[config.mk]
export PLATFORM = sky130hd
export DESIGN_NAME = pipe_hazard_ctrl
export DESIGN_NICKNAME = d
export VERILOG_FILES = /design/src/rtl/pipe_ctrl_pkg.sv /design/src/rtl/load_use_detect.sv /design/src/rtl/pipe_hazard_ctrl.sv
export SDC_FILE = /design/constraint.sdc
export NUM_CORES = 1
export LEC_CHECK = 0
export ABC_AREA = 1
export BUFFER_PORTS_ARGS = -buffer_cell sky130_fd_sc_hd__buf_2
export CAP_MARGIN = 40
export CORE_MARGIN = 10
export CORE_UTILIZATION = 50
export CTS_BUF_LIST = sky130_fd_sc_hd__clkbuf_4
export DETAILED_ROUTE_END_ITERATION = 6
export GPL_ROUTABILITY_DRIVEN = 0
export GPL_TIMING_DRIVEN = 0
export PLACE_DENSITY = 0.75
export SLEW_MARGIN = 20
export SYNTH_ARGS = -nofsm -noshare
export SYNTH_HDL_FRONTEND = slang
export SYNTH_HIERARCHICAL = 1
export SYNTH_SLANG_ARGS = --single-unit
export TNS_END_PERCENT = 5
[constraint.sdc]
create_clock -name clk_i -period 4.7 [get_ports clk_i]
set_input_delay 0.47 -clock clk_i [delete_from_list [all_inputs] [get_ports clk_i]]
set_output_delay 0.47 -clock clk_i [all_outputs]
set_load 0.05 [all_outputs]
[src/rtl/pipe_ctrl_pkg.sv]
// Shared constants for the pipeline hazard controller: FSM encoding,
// register-index width and default counter parameters.
package pipe_ctrl_pkg;

  typedef enum logic [1:0] {
    ST_RUN  = 2'd0,
    ST_MISS = 2'd1,
    ST_ERR  = 2'd2
  } state_t;

  localparam int REG_W       = 5;
  localparam int DEF_CNT_W   = 16;
  localparam int DEF_TIMEOUT = 1023;

endpackage

[src/rtl/load_use_detect.sv]
// Combinational load-use detector: a load in EX writing a register that the
// instruction in ID reads. Register 0 never creates a dependency.
module load_use_detect
  import pipe_ctrl_pkg::*;
(
  input  logic             idex_memread_i,
  input  logic [REG_W-1:0] idex_rt_i,
  input  logic [REG_W-1:0] ifid_rs_i,
  input  logic [REG_W-1:0] ifid_rt_i,
  output logic             hazard
);

  assign hazard = idex_memread_i && (idex_rt_i != '0) &&
                  ((idex_rt_i == ifid_rs_i) || (idex_rt_i == ifid_rt_i));

endmodule

[src/rtl/pipe_hazard_ctrl.sv]
// Stall/flush sequencer for the 5-stage pipeline: freeze on dcache miss,
// bubble on load-use, flush on redirect, plus statistics and a miss watchdog.
module pipe_hazard_ctrl
  import pipe_ctrl_pkg::*;
#(
  parameter int CNT_W   = DEF_CNT_W,
  parameter int TIMEOUT = DEF_TIMEOUT
) (
  input  logic             clk_i,
  input  logic             rst_i,
  input  logic             mem_stall_i,
  input  logic             idex_memread_i,
  input  logic [REG_W-1:0] idex_rt_i,
  input  logic [REG_W-1:0] ifid_rs_i,
  input  logic [REG_W-1:0] ifid_rt_i,
  input  logic             branch_i,
  input  logic             jump_i,
  output logic             pc_write_o,
  output logic             ifid_stall_o,
  output logic             ifid_flush_o,
  output logic             idex_stall_o,
  output logic             idex_bubble_o,
  output logic             exmem_stall_o,
  output logic             memwb_stall_o,
  output logic [CNT_W-1:0] miss_cnt_o,
  output logic [CNT_W-1:0] bubble_cnt_o,
  output logic [1:0]       state_o,
  output logic             err_o
);

  localparam logic [CNT_W-1:0] CNT_MAX = '1;
  localparam logic [CNT_W-1:0] TO_VAL  = CNT_W'(TIMEOUT);

  state_t           r_state;
  logic [CNT_W-1:0] r_miss_cnt, r_bubble_cnt, r_consec;
  logic             r_err;
  logic             w_hazard;
  logic [CNT_W-1:0] w_consec_nxt;

  load_use_detect u_lud (
    .idex_memread_i (idex_memread_i),
    .idex_rt_i      (idex_rt_i),
    .ifid_rs_i      (ifid_rs_i),
    .ifid_rt_i      (ifid_rt_i),
    .hazard         (w_hazard)
  );

  // Priority: reset, freeze, load-use, redirect. A branch during load-use is
  // not flushed because its operand is still being loaded.
  always_comb begin
    pc_write_o    = 1'b0;
    ifid_stall_o  = 1'b0;
    ifid_flush_o  = 1'b0;
    idex_stall_o  = 1'b0;
    idex_bubble_o = 1'b0;
    exmem_stall_o = 1'b0;
    memwb_stall_o = 1'b0;
    if (rst_i) begin
      pc_write_o = 1'b0;
    end else if (mem_stall_i) begin
      ifid_stall_o  = 1'b1;
      idex_stall_o  = 1'b1;
      exmem_stall_o = 1'b1;
      memwb_stall_o = 1'b1;
    end else if (w_hazard) begin
      ifid_stall_o  = 1'b1;
      idex_bubble_o = 1'b1;
    end else if (branch_i || jump_i) begin
      pc_write_o   = 1'b1;
      ifid_flush_o = 1'b1;
    end else begin
      pc_write_o = 1'b1;
    end
  end

  assign w_consec_nxt = !mem_stall_i          ? '0 :
                        (r_consec >= TO_VAL)  ? TO_VAL :
                                                r_consec + 1'b1;

  always_ff @(posedge clk_i or posedge rst_i) begin
    if (rst_i) begin
      r_state      <= ST_RUN;
      r_miss_cnt   <= '0;
      r_bubble_cnt <= '0;
      r_consec     <= '0;
      r_err        <= 1'b0;
    end else begin
      r_consec <= w_consec_nxt;
      if (mem_stall_i && r_miss_cnt != CNT_MAX)
        r_miss_cnt <= r_miss_cnt + 1'b1;
      if (idex_bubble_o && r_bubble_cnt != CNT_MAX)
        r_bubble_cnt <= r_bubble_cnt + 1'b1;
      case (r_state)
        ST_RUN:  if (mem_stall_i) r_state <= ST_MISS;
        ST_MISS: begin
          if (!mem_stall_i) begin
            r_state <= ST_RUN;
          end else if (w_consec_nxt == TO_VAL) begin
            r_state <= ST_ERR;
            r_err   <= 1'b1;
          end
        end
        ST_ERR:  if (!mem_stall_i) r_state <= ST_RUN;
        default: r_state <= ST_RUN;
      endcase
    end
  end

  assign miss_cnt_o   = r_miss_cnt;
  assign bubble_cnt_o = r_bubble_cnt;
  assign state_o      = r_state;
  assign err_o        = r_err;

endmodule

Word level (Yosys, flattened, before mapping):

Cells that the tools add are included.

* word-level logic and storage cells: 50
* input bits: 21
* bits in registers: 51

* reduce and logical (&&, ||, !) cells: 10
* multiplexer cells: 21
* add/sub/neg operators: 3
* equality and inequality tests: 10
* order comparisons: 1

Operator list (count)
* 16-bit by 1-bit adder with 16-bit output (second input constant): 3
* 16-bit two-way mux: 2
* 16-bit != test (second input constant): 2
* 16-bit by 10-bit equality test with 1-bit output (second input constant): 1
* 16-bit by 10-bit greater-or-equal comparator with 1-bit output (second input constant): 1
* 1-bit two-way mux: 14
* 5-bit equality test: 2
* 2-bit two-way mux: 4
* 2-bit case mux with 3 select lines: 1
* 3-bit AND reduction: 2
* 5-bit nonzero test: 1
* 1-bit logical AND: 4
* 2-bit != test (second input constant): 2
* 3-bit != test (second input constant): 1
* 2-bit by 1-bit equality test with 1-bit output (second input constant): 1
* 2-bit equality test (second input constant): 1
* 2-bit logical NOT: 1
* 1-bit logical OR: 2

Longest topological paths before layout:

Gate-level depths: netlist (run 1).

* word-level depth: 7
* gate-level depth with buffers: 13
* depth with buffers taken out: 13

Hierarchy:

Netlist (run 1), hierarchy kept.

Modules (own cells, without submodules)
* pipe_hazard_ctrl: cells an instance 300, seq. area each 1276.2 µm², times used 1, area each 2596.2 µm²
* load_use_detect: cells an instance 45, seq. area each 0.0 µm², times used 1, area each 195.2 µm²

Worst setup path after synthesis (run 1):

OpenSTA, ideal clock, no wires.

* kind: in2out
* start point: input idex_rt_i[1]
* end point: output ifid_flush_o
* arrival: 2.489 ns
* path buffers: 0
* stages on the path: 6
* setup slack: 1.741 ns
* cells stage by stage: inv_1 nand4_1 o21ai_0 a21oi_2 nor3_1 o21a_1

* longest elaborated chain between the ends: 6

RTL lines
* start: declaration: RTL line pipe_hazard_ctrl.sv:13 `input logic [REG_W-1:0] idex_rt_i,`
* 5-bit equality test / 5-bit nonzero test (equally long branches): RTL line load_use_detect.sv:14, load_use_detect.sv:13
* 1-bit logical OR / 1-bit logical AND (equally long branches): RTL line load_use_detect.sv:14, load_use_detect.sv:13
* 1-bit logical AND (*): RTL line load_use_detect.sv:13 `assign hazard = idex_memread_i && (idex_rt_i != '0) &&`
* named net w_hazard: RTL line pipe_hazard_ctrl.sv:37 `logic w_hazard;`
* 1-bit two-way mux (*): RTL line pipe_hazard_ctrl.sv:65 `end else if (w_hazard) begin`
* 1-bit two-way mux (*): RTL line pipe_hazard_ctrl.sv:60 `end else if (mem_stall_i) begin`
* 1-bit two-way mux (*): RTL line pipe_hazard_ctrl.sv:58 `if (rst_i) begin`
* end: declaration: RTL line pipe_hazard_ctrl.sv:20 `output logic ifid_flush_o,`

The timed path passes the listed nets; every way through them passes the cells marked *.

Final worst setup path (run 1):

Same ends and word-level chain as after synthesis.

==> qor.yml, run 1 <==
timing.slew.headroom: 0.670
leakagePower_nw: 1.73
tightest_slew_ps: 491
fin_crit_sh: 0.473
synth.cell_area_um2: 2790
postCtsHoldBufs: 0
period_needed_ps: 2220
status: "completed"
yosysWarningCount: 6
cp.required_ps: 4230
r2r_cells: 12
dr.first_iter.drc_count: 71
synth_top_area_cell: "dfrtp_1"
cts_buffers: 5
vias_per_cell: 4.87
die_h_um: 94.7
cp-startpoint: "idex_rt_i[1]"
core_area_um2: 5470
path_clk_slew_ps: 140
grt_setup_unrepaired: "no"
power_density_nw_per_um2: 344
synth-compound-area-share: 0.0282
worstSkewPairLatency_ps: 380
io_pins: 63
endpoint: "ifid_flush_o"
path_max_fanout: 3
synth.distinct_cells: 31
end_kind: "output pin"
rrSetupSlack_ps: 2820
max-clock-path-buffers: 2
yosysSeqAreaShare: 0.457
post-cts-setup-buffers: 0
diodes: 0
timing.fmax_ghz: 0.450
startpoint_type: "input pin"
vdd_ir_drop_max_v: 0.000427
maxCapViolCount: 0
die_x_um: 94.7
root_buffer: "clkbuf_4"
synthMuxAreaShare: 0
synth_top_area_frac: 0.457
synthAdderAreaFrac: 0.0134
rr_endpoint: "state_o[0]"
avgRoutedWirePerCell_um: 12.7
die_area_um2: 8970
row_count: 27
wl_mm: 6.26
dpl_cell_area_um2: 3230
yosys-top-cells-area: "dfrtp_1 (46%), nand2_1 (12%), xor2_1 (6.6%)"
numClockSinks: 51
syn_inst: 345
reg2reg_from: "r_consec[0]"
fin_skew_ps: 20.7
postLayoutCellArea_um2: 3280
synth-xor-area-share: 0.116
dpl.hpwl_mm: 4.94
post_cts_resized: 0
synth.avg_cell_area_um2: 8.09
synth_seq_cells: 51
grt-ovfl-total: 0
worstHoldPathType: "in2async"
ant_nets: 0
port_buffers: 62
finalNetCount: 444
grt_pass1_wl_mm: 10.5
antenna_found_initial: 0
area_delta_synth_final_pct: 17.6
cts_tree: "yes"
worst-setup-path-type: "in2out"
synth_top_family_by_area: "simple AND/OR/NAND/NOR gates"
setup_viol: 0
floorplan.initialDensity: 0.510
finalHoldViolations: 0
yosys.area_share.simple: 0.312
grt_max_degree: 32
drive_above_1_share: 0.233
tns_ps: 0
drt_first_pass_iters: 5
cts.htree.levels: 2
routed-via-count: 2400
grt_pass1_vias: 2431
cp.arrival_ps: 1750
grtUsageTotal: 0.143
drv_slew: 0
drc: 0
[cells in the mapped netlist]
master    count
nand2_1      87
dfrtp_1      51
inv_1        40
nor2_1       39
nand3_1      27
xor2_1       21
xnor2_1      16
nor3_1        8
o21ai_0       8
inv_2         7
nand4_1       7
nand2_2       4
a21oi_1       3
ha_1          3
nor2_2        3
buf_2         2
buf_4         2
nand2_4       2
nand3b_1      2
nor2_4        2
a21oi_2       1
conb_1        1
nand3_2       1
nand3_4       1
nor3_2        1
nor3_4        1
nor3b_1       1
nor4_1        1
o21a_1        1
o21bai_1      1
or2_2         1
[registers in the layout, summed over array words and instances, names as in the netlist]
signal / cells
bubble_cnt_o: 16
miss_cnt_o: 16
r_consec: 16
state_o: 2
err_o: 1
[worst min-delay path by stage]
stage,startpoint,depth (start not counted),slack [ps],end
after global routing,rst_i,2,150,r_consec[1]
after global placement,err_o,2,440,err_o
final,rst_i,2,140,r_consec[3]
after floorplan,r_consec[0],3,530,r_consec[0]
after CTS,rst_i,2,140,r_consec[1]
after detailed placement,err_o,2,450,err_o
[cell families after synthesis]
logic type | after synthesis
compound gates | 14
other cells | 1
buf+inv | 51
xor+xnor | 37
flops | 51
simple gates | 188
fa+ha+maj | 3
[power breakdown]
part           switching (W)  internal [W]
registers          0.0000610      0.000489
clock network       0.000138     0.0000616
logic               0.000283     0.0000967
total               0.000483      0.000647
[per-stage QoR]
step / instances / util / power [W] / hold WS [ps] / setup slack [ps]
detailed placement: 485 / 0.590 / 0.000941 / 448 / 2500
global placement: 484 / 0.587 / 0.000928 / 445 / 2280
global route: 493 / 0.600 / 0.00119 / 153 / 2370
CTS: 493 / 0.600 / 0.00114 / 140 / 2500
finish: 493 / 0.600 / 0.00113 / 139 / 2480
floorplan: 350 / - / 0.000836 / 527 / 1740
[cell type report]
cell class                 count  area (µm²)
tap                           72        90.1
buffer                         4        25.0
inverter                      47         176
multi-input combinational    248        1330
clock inverter                 2        7.51
sequential                    51        1280
fill                         514        2190
clock buffer                   6        45.0
timing repair buffer          63         330
[cells in the final DEF (no fill, tap or decap), types with 4 or more instances in the layout]
master / instances
nand2_1: 87
buf_2: 64
dfrtp_1: 51
inv_1: 39
nor2_1: 39
nand3_1: 27
xor2_1: 21
xnor2_1: 16
inv_2: 8
o21ai_0: 8
nor3_1: 8
nand4_1: 7
clkbuf_4: 6
conb_1: 6
nand2_2: 4
[critical path, stage by stage]
cell,delay [ps]
buf_2,120
inv_1,90
nand4_1,90
o21ai_0,250
a21oi_2,70
nor3_1,250
o21a_1,160
buf_2,250
[routing by layer]
metal,vias up,track usage,wire length [µm]
li1,1213,-,-
met3,10,0.0404,387
met4,0,0.0549,68
met1,1117,0.166,2610
met5,-,0,0
met2,60,0.245,3200
(Power assumes the default switching activity.)
==> inputs of run 2 (changes only) <==
- ABC_AREA: 1 -> 0
- PLACE_DENSITY: 0.75 -> 0.76
- clock period: 4.7 -> 2.1 ns (I/O delays scaled with it)
==> run 2 against run 1 <==
  * Clock skew shrank 19 ps
  * Sequential power grew 120%
  * Setup slack lost 2500 ps
  * Global-route usage shrank 0.44 points
  * Final cell count shrank 22%
  * Combinational power grew 84%
  * Largest cell class is now sequential cells
  * Largest power group unchanged
==> qor.yml, run 2 <==
ant_nets: 0  # unchanged
row_count: 25  # was 27
maxCapViolCount: 0  # unchanged
area_delta_synth_final_pct: 23.6  # was 17.6%
yosysWarningCount: 6  # unchanged
cp.required_ps: 2370  # was 4230 ps
globalRoute.busiestLayer: "met2"  # unchanged
cts_buffers: 5  # unchanged
cts_tree: "yes"  # unchanged
period_needed_ps: 2080
setup_viol: 0  # unchanged
finalHoldViolations: 0  # unchanged
fin_skew_ps: 1.60  # was 20.7 ps
dr.first_iter.drc_count: 97  # was 71
startpoint_type: "flip-flop"  # was input pin
port_buffers: 62  # unchanged
synth_top_area_frac: 0.510  # was 0.457
grt_setup_unrepaired: "yes"  # was no
root_buffer: "clkbuf_4"  # unchanged
timing.slew.headroom: 0.579  # was 0.670
routed-via-count: 2050  # was 2,400
fin_crit_sh: 0.992
end_kind: "flip-flop"  # was output pin
grt_pass1_wl_mm: 9.56  # was 10.5 mm
drc: 0  # unchanged
core_area_um2: 4790  # was 5470 µm²
grt_use_met2: 0.231  # was 0.245
rrSetupSlack_ps: 20  # was 2820 ps
max-clock-path-buffers: 2  # unchanged
worst-setup-path-type: "reg2reg"  # was in2out
synth.cells.most_frequent: "dfrtp_1 (51), xnor2_1 (25), nand3_1 (21), xor2_1 (21), nor2_1 (13)"  # was nand2_1 (87), dfrtp_1 (51), inv_1 (40), nor2_1 (39), nand3_1 (27)
worstHoldPathType: "in2reg"  # was in2async
yosys-top-cells-area: "dfrtp_1 (51%), xnor2_1 (8.8%), xor2_1 (7.4%)"  # was dfrtp_1 (46%), nand2_1 (12%), xor2_1 (6.6%)
multi_input_area_um2: 1220  # was 1330 µm²
cp.arrival_ps: 2350  # was 1750 ps
die_h_um: 90.7  # was 94.7 µm
reg2reg_from: "r_consec[1]"  # was r_consec[0]
synth_most_common_cell: "dfrtp_1"  # was nand2_1
path_clk_slew_ps: 140  # about the same
use_met1: 0.160  # was 0.166
avgRoutedWirePerCell_um: 14.7  # was 12.7 µm
final_common_cell: "buf_2"  # was nand2_1
tns_ps: 0  # unchanged
synthArstFlopShare: 1.00  # unchanged
crit_chain: "ha_2, inv_1, or4b_1, o41a_1, o311a_1"  # was buf_2, inv_1, nand4_1, o21ai_0, a21oi_2, nor3_1, o21a_1, buf_2
diodes: 0  # unchanged
drive_above_1_share: 0.283  # was 0.233
slowest_stage: "or4b_1"  # was o21ai_0
grt_use_met3: 0.0432  # was 0.0404
synth.distinct_cells: 42  # was 31
worst_hold_slack_ps: 133  # was 139 ps
wl_mm: 5.65  # was 6.26 mm
finalNetCount: 341  # was 444
tightest_slew_ps: 628  # was 491 ps
grtUsageTotal: 0.139  # was 0.143
vias_per_cell: 5.32  # was 4.87
synth.cell_area_um2: 2500  # was 2790 µm²
mostFrequentLayoutCells: "buf_2 (62), dfrtp_1 (51), xnor2_1 (25)"  # was nand2_1 (87), buf_2 (64), dfrtp_1 (51)
status: "completed"  # unchanged
drt_first_pass_iters: 4  # was 5
leakagePower_nw: 1.50  # was 1.73 nW
antenna_found_initial: 0  # unchanged
timing.fmax_ghz: 0.480
dpl.hpwl_mm: 4.26  # was 4.94 mm
synth_edf_count: 0  # unchanged
worstSkewPairLatency_ps: 360  # was 380 ps
drv_slew: 0  # unchanged
path_max_fanout: 4  # was 3
synth_seq_cells: 51  # unchanged
yosysSeqAreaShare: 0.510  # was 0.457
grt-ovfl-total: 0  # unchanged
grt_pass1_vias: 2121  # was 2,431
slowest_delay_ps: 500  # was 250 ps
hp-start: "mem_stall_i"
cp-startpoint: "r_consec[1]"  # was idex_rt_i[1]
cts.htree.levels: 2  # unchanged
synth.avg_cell_area_um2: 10.5  # was 8.09 µm²
grt_max_degree: 30  # was 32
floorplan.initialDensity: 0.523  # was 0.510
die_area_um2: 8230  # was 8970 µm²
vdd_ir_drop_max_v: 0.000405  # was 0.000427 V
ys.flop_type: "dfrtp_1"  # unchanged
power_density_nw_per_um2: 791  # was 344 nW/µm²
syn_inst: 239  # was 345
numClockSinks: 51  # unchanged
die_x_um: 90.7  # was 94.7 µm
synth_top_area_cell: "dfrtp_1"  # unchanged
io_pins: 63  # unchanged
fillers: 407  # was 514
ff_latch_area_um2: 1280  # unchanged
run 2: cell types whose count changed in the layout (fill, tap and decap cells not counted), sizes merged, moves of 6 or more:
cell | previous run | this run
a21oi | 4 | 12
and3 | 0 | 8
inv | 47 | 9
nand2 | 93 | 12
nand3 | 29 | 21
nor2 | 44 | 13
o21ai | 8 | 2
xnor2 | 16 | 25
run 2: worst paths after layout:
check | cells past startpoint | endpoint
worst max-delay path | 5 | state_o[0]
worst min-delay path | 2 | state_o[0]
worst max register to register | 5 | state_o[0]
worst min register to register | 1 | err_o
max in group asynchronous | 4 | miss_cnt_o[6]
min in group asynchronous | 4 | bubble_cnt_o[13]
run 2: worst max-delay path: cells and delay by family (launching register included):
family	cells	cell delay, ps
AO/OA/AOI/OAI	2	690
adder cells (fa/ha/maj)	1	320
buffers and inverters	1	40
flip-flops	1	430
AND/OR/NAND/NOR	1	500
run 2: area by class of cell:
type,instances,area share
buffer,5,0.0101
clock buffer,5,0.0121
clock inverter,3,0.0125
inverter,10,0.0133
multi-input combinational,178,0.393
sequential,51,0.413
tap,67,0.0271
timing repair buffer,66,0.119
run 2: per-layer routing:
layer,up-vias,part of all wire
met4,0,0.022
met1,998,0.42
met5,-,0
li1,990,-
met2,52,0.50
met3,10,0.059
run 2: logic make-up after synthesis:
group / synth area share
xor gates and xnor gates: 0.161
buffers and inverters: 0.0275
muxes: 0.0130
and+or+nand+nor: 0.202
AOI/OAI and AO/OA: 0.0695
other: 0.00150
adders and majority gates: 0.0150
DFF: 0.510
run 2: power by group:
| group | internal, W | switching, W | total (W) |
|---|---|---|---|
| sequential | 0.00108 | 0.000121 | 0.00120 |
| clock | 0.000245 | 0.000298 | 0.000544 |
| combinational | 0.000202 | 0.000499 | 0.000701 |
run 2: metrics by stage:
stage	worst slack [ps]	power [W]	cells	util	instance area, µm²
5_1_grt	-14.3	0.00258	385	0.646	3090
3_5_place_dp	-333	0.00192	374	0.616	2950
6_report	17.7	0.00245	385	0.646	3090
4_1_cts	27.9	0.00248	385	0.641	3070
2_1_floorplan	-150	0.00173	244	-	2540
3_3_place_gp	-480	0.00191	373	0.612	2930
run 2: timing repair:
item / CTS / global route
gates resized for setup: 1 / 5
hold buffers: 2 / 0
endpoints found under the hold margin: 23 / 0
setup endpoints to repair: 1 / 12
pin swaps: 1 / 0
setup buffers: 1 / 0
==> inputs of run 3 (changes only) <==
- CELL_PAD_IN_SITES_DETAIL_PLACEMENT: not set -> 1
- CELL_PAD_IN_SITES_GLOBAL_PLACEMENT: not set -> 1
- CORE_UTILIZATION: 50 -> 42
- PLACE_DENSITY: 0.76 -> not set
- PLACE_DENSITY_LB_ADDON: not set -> 0.1
==> run 3 against run 2 <==
  * Sequential share of layout area is 0.46 points higher
  * Die area is 15% higher
  * Global-route usage down 0.19 points
  * Cell area shrank 1.1%
  * Combinational power about the same
  * Via count shrank 0.29%
  * Sequential cell count unchanged
  * Worst hold slack improved by 11 ps
  * Final cell count rose by 2.1%
  * Clock skew grew 12 ps
  * Core utilization shrank 12 points
  * Critical path type unchanged
  * Critical endpoint unchanged
  * Largest power group unchanged
  * Highest routed layer unchanged
==> qor.yml, run 3 (synthesis results as in run 2) <==
root_buffer: "clkbuf_4"  # unchanged
cp.depth: 5  # unchanged
cp.required_ps: 2360  # was 2370 ps
avgRoutedWirePerCell_um: 16.3  # was 14.7 µm
max-clock-path-buffers: 2  # unchanged
dpl.hpwl_mm: 4.94  # was 4.26 mm
numClockSinks: 51  # unchanged
worstHoldPathType: "in2reg"  # unchanged
crit_chain: "ha_2, inv_1, or4b_1, o41a_1, o311a_1"  # unchanged
die_x_um: 97.2  # was 90.7 µm
fin_skew_ps: 13.7  # was 1.60 ps
placed_cells: 382  # was 374
drc: 0  # unchanged
die_area_um2: 9450  # was 8230 µm²
grt-ovfl-total: 0  # unchanged
crit_family: "compound AO/OA/AOI/OAI gates"  # unchanged
p_sw_w: 0.000934  # was 0.000918 W
timing.fmax_ghz: 0.482  # was 0.480 GHz
path_clk_slew_ps: 140  # about the same
wl_mm: 6.40  # was 5.65 mm
routed-via-count: 2044  # was 2,050
setup_viol: 0  # unchanged
vdd_ir_drop_max_v: 0.000433  # was 0.000405 V
vias_per_cell: 5.20  # was 5.32
postLayoutCellArea_um2: 3060  # was 3090 µm²
cp.arrival_ps: 2340  # was 2350 ps
finalHoldViolations: 0  # unchanged
final_cells: 393  # was 385
min_path_cells: 2  # unchanged
switching_share: 0.397  # was 0.375
grtUsageTotal: 0.137  # was 0.139
cts_buffers: 5  # unchanged
floorplan.initialDensity: 0.428  # was 0.523
maxCapViolCount: 0  # unchanged
area_delta_synth_final_pct: 22.2  # was 23.6%
die_h_um: 97.2  # was 90.7 µm
slowest_stage: "or4b_1"  # unchanged
grt_max_degree: 31  # was 30
fin_crit_sh: 0.987  # was 0.992
r2r_cells: 5  # unchanged
port_buffers: 62  # unchanged
drv_slew: 0  # unchanged
ant_nets: 0  # unchanged
finalNetCount: 341  # unchanged
p_int_w: 0.00142  # was 0.00153 W
drive_above_1_share: 0.277  # was 0.283
p_clk_frac: 0.189  # was 0.222
dr.first_iter.drc_count: 79  # was 97
final_common_cell: "buf_2"  # unchanged
core_area_um2: 5850  # was 4790 µm²
grt_setup_unrepaired: "yes"  # unchanged
tightest_slew_ps: 668  # was 628 ps
row_count: 28  # was 25
drt_first_pass_iters: 4  # unchanged
worstSkewPairLatency_ps: 360  # about the same
diodes: 0  # unchanged
worst-path-buf-inv: 1  # unchanged
grt_pass1_wl_mm: 11.0  # was 9.56 mm
status: "completed"  # unchanged
mostFrequentLayoutCells: "buf_2 (63), dfrtp_1 (51), xnor2_1 (25)"  # was buf_2 (62), dfrtp_1 (51), xnor2_1 (25)
cts_tree: "yes"  # unchanged
period_needed_ps: 2070  # was 2080 ps
io_pins: 63  # unchanged
startpoint_type: "flip-flop"  # unchanged
comb_power_share: 0.298  # was 0.286
power_density_nw_per_um2: 769  # was 791 nW/µm²
path_max_fanout: 4  # unchanged
seqPwrFrac: 0.513  # was 0.491
dpl_cell_area_um2: 2960  # was 2950 µm²
timing.slew.headroom: 0.552  # was 0.579
slowest_delay_ps: 490  # was 500 ps
tns_ps: 0  # unchanged
leakagePower_nw: 1.48  # was 1.50 nW
cts.htree.levels: 2  # unchanged
grt_pass1_vias: 2235  # was 2,121
worst_hold_slack_ps: 145  # was 133 ps
end_kind: "flip-flop"  # unchanged
antenna_found_initial: 0  # unchanged
worst-setup-path-type: "reg2reg"  # unchanged
run 3: changes by cell type in the layout (fill, tap and decap cells not counted), sizes merged:
| cell | delta |
|---|---|
| bufinv | -1 |
| clkbuf | +1 |
run 3: timing repair:
action,4_1_cts,5_1_grt
setup buffers,1,0
endpoints found under the hold margin,21,0
gates resized for setup,1,4
pin swaps,1,0
hold buffers,2,0
endpoints found under the setup margin,1,24
run 3: power by group through the flow:
stage	sequential (W)	clock [W]	combinational, W
after global placement	0.00122	0	0.000690
final	0.00121	0.000444	0.000702
after floorplan	0.00150	0	0.000232
after detailed placement	0.00123	0	0.000708
after CTS	0.00121	0.000462	0.000715
after global routing	0.00123	0.000505	0.000758
run 3: cell type report:
type / instances / area [µm²]
Tap cell: 75 / 93.8
Inverter: 10 / 41.3
Multi-Input combinational cell: 178 / 1210
Clock inverter: 2 / 7.51
Clock buffer: 6 / 45.0
Sequential cell: 51 / 1280
Timing Repair Buffer: 66 / 353
Buffer: 5 / 31.3
Fill cell: 694 / 2790
run 3: worst paths after layout:
| path | start | endpoint | slack, ps |
|---|---|---|---|
| min in group asynchronous | rst_i | miss_cnt_o[15] | 490 |
| max | r_consec[1] | state_o[0] | 30 |
| min reg2reg | bubble_cnt_o[10] | bubble_cnt_o[10] | 500 |
| max reg2reg | r_consec[1] | state_o[0] | 30 |
| min | mem_stall_i | state_o[0] | 140 |
| max in group asynchronous | rst_i | bubble_cnt_o[14] | 1120 |
run 3: stage by stage:
step | worst slack (ps) | util | power (W)
2_1_floorplan | -150 | - | 0.00173
3_3_place_gp | -558 | 0.503 | 0.00191
3_5_place_dp | -417 | 0.506 | 0.00194
4_1_cts | 0.975 | 0.520 | 0.00239
5_1_grt | -61.2 | 0.523 | 0.00249
6_report | 26.6 | 0.523 | 0.00235
run 3: metal layers:
layer | GRT usage | part of all wire | wire length (µm)
met3 | 0.0434 | 0.049 | 316
met4 | 0.0352 | 0.013 | 82
met5 | 0 | 0 | 0
met1 | 0.153 | 0.42 | 2670
met2 | 0.244 | 0.52 | 3330
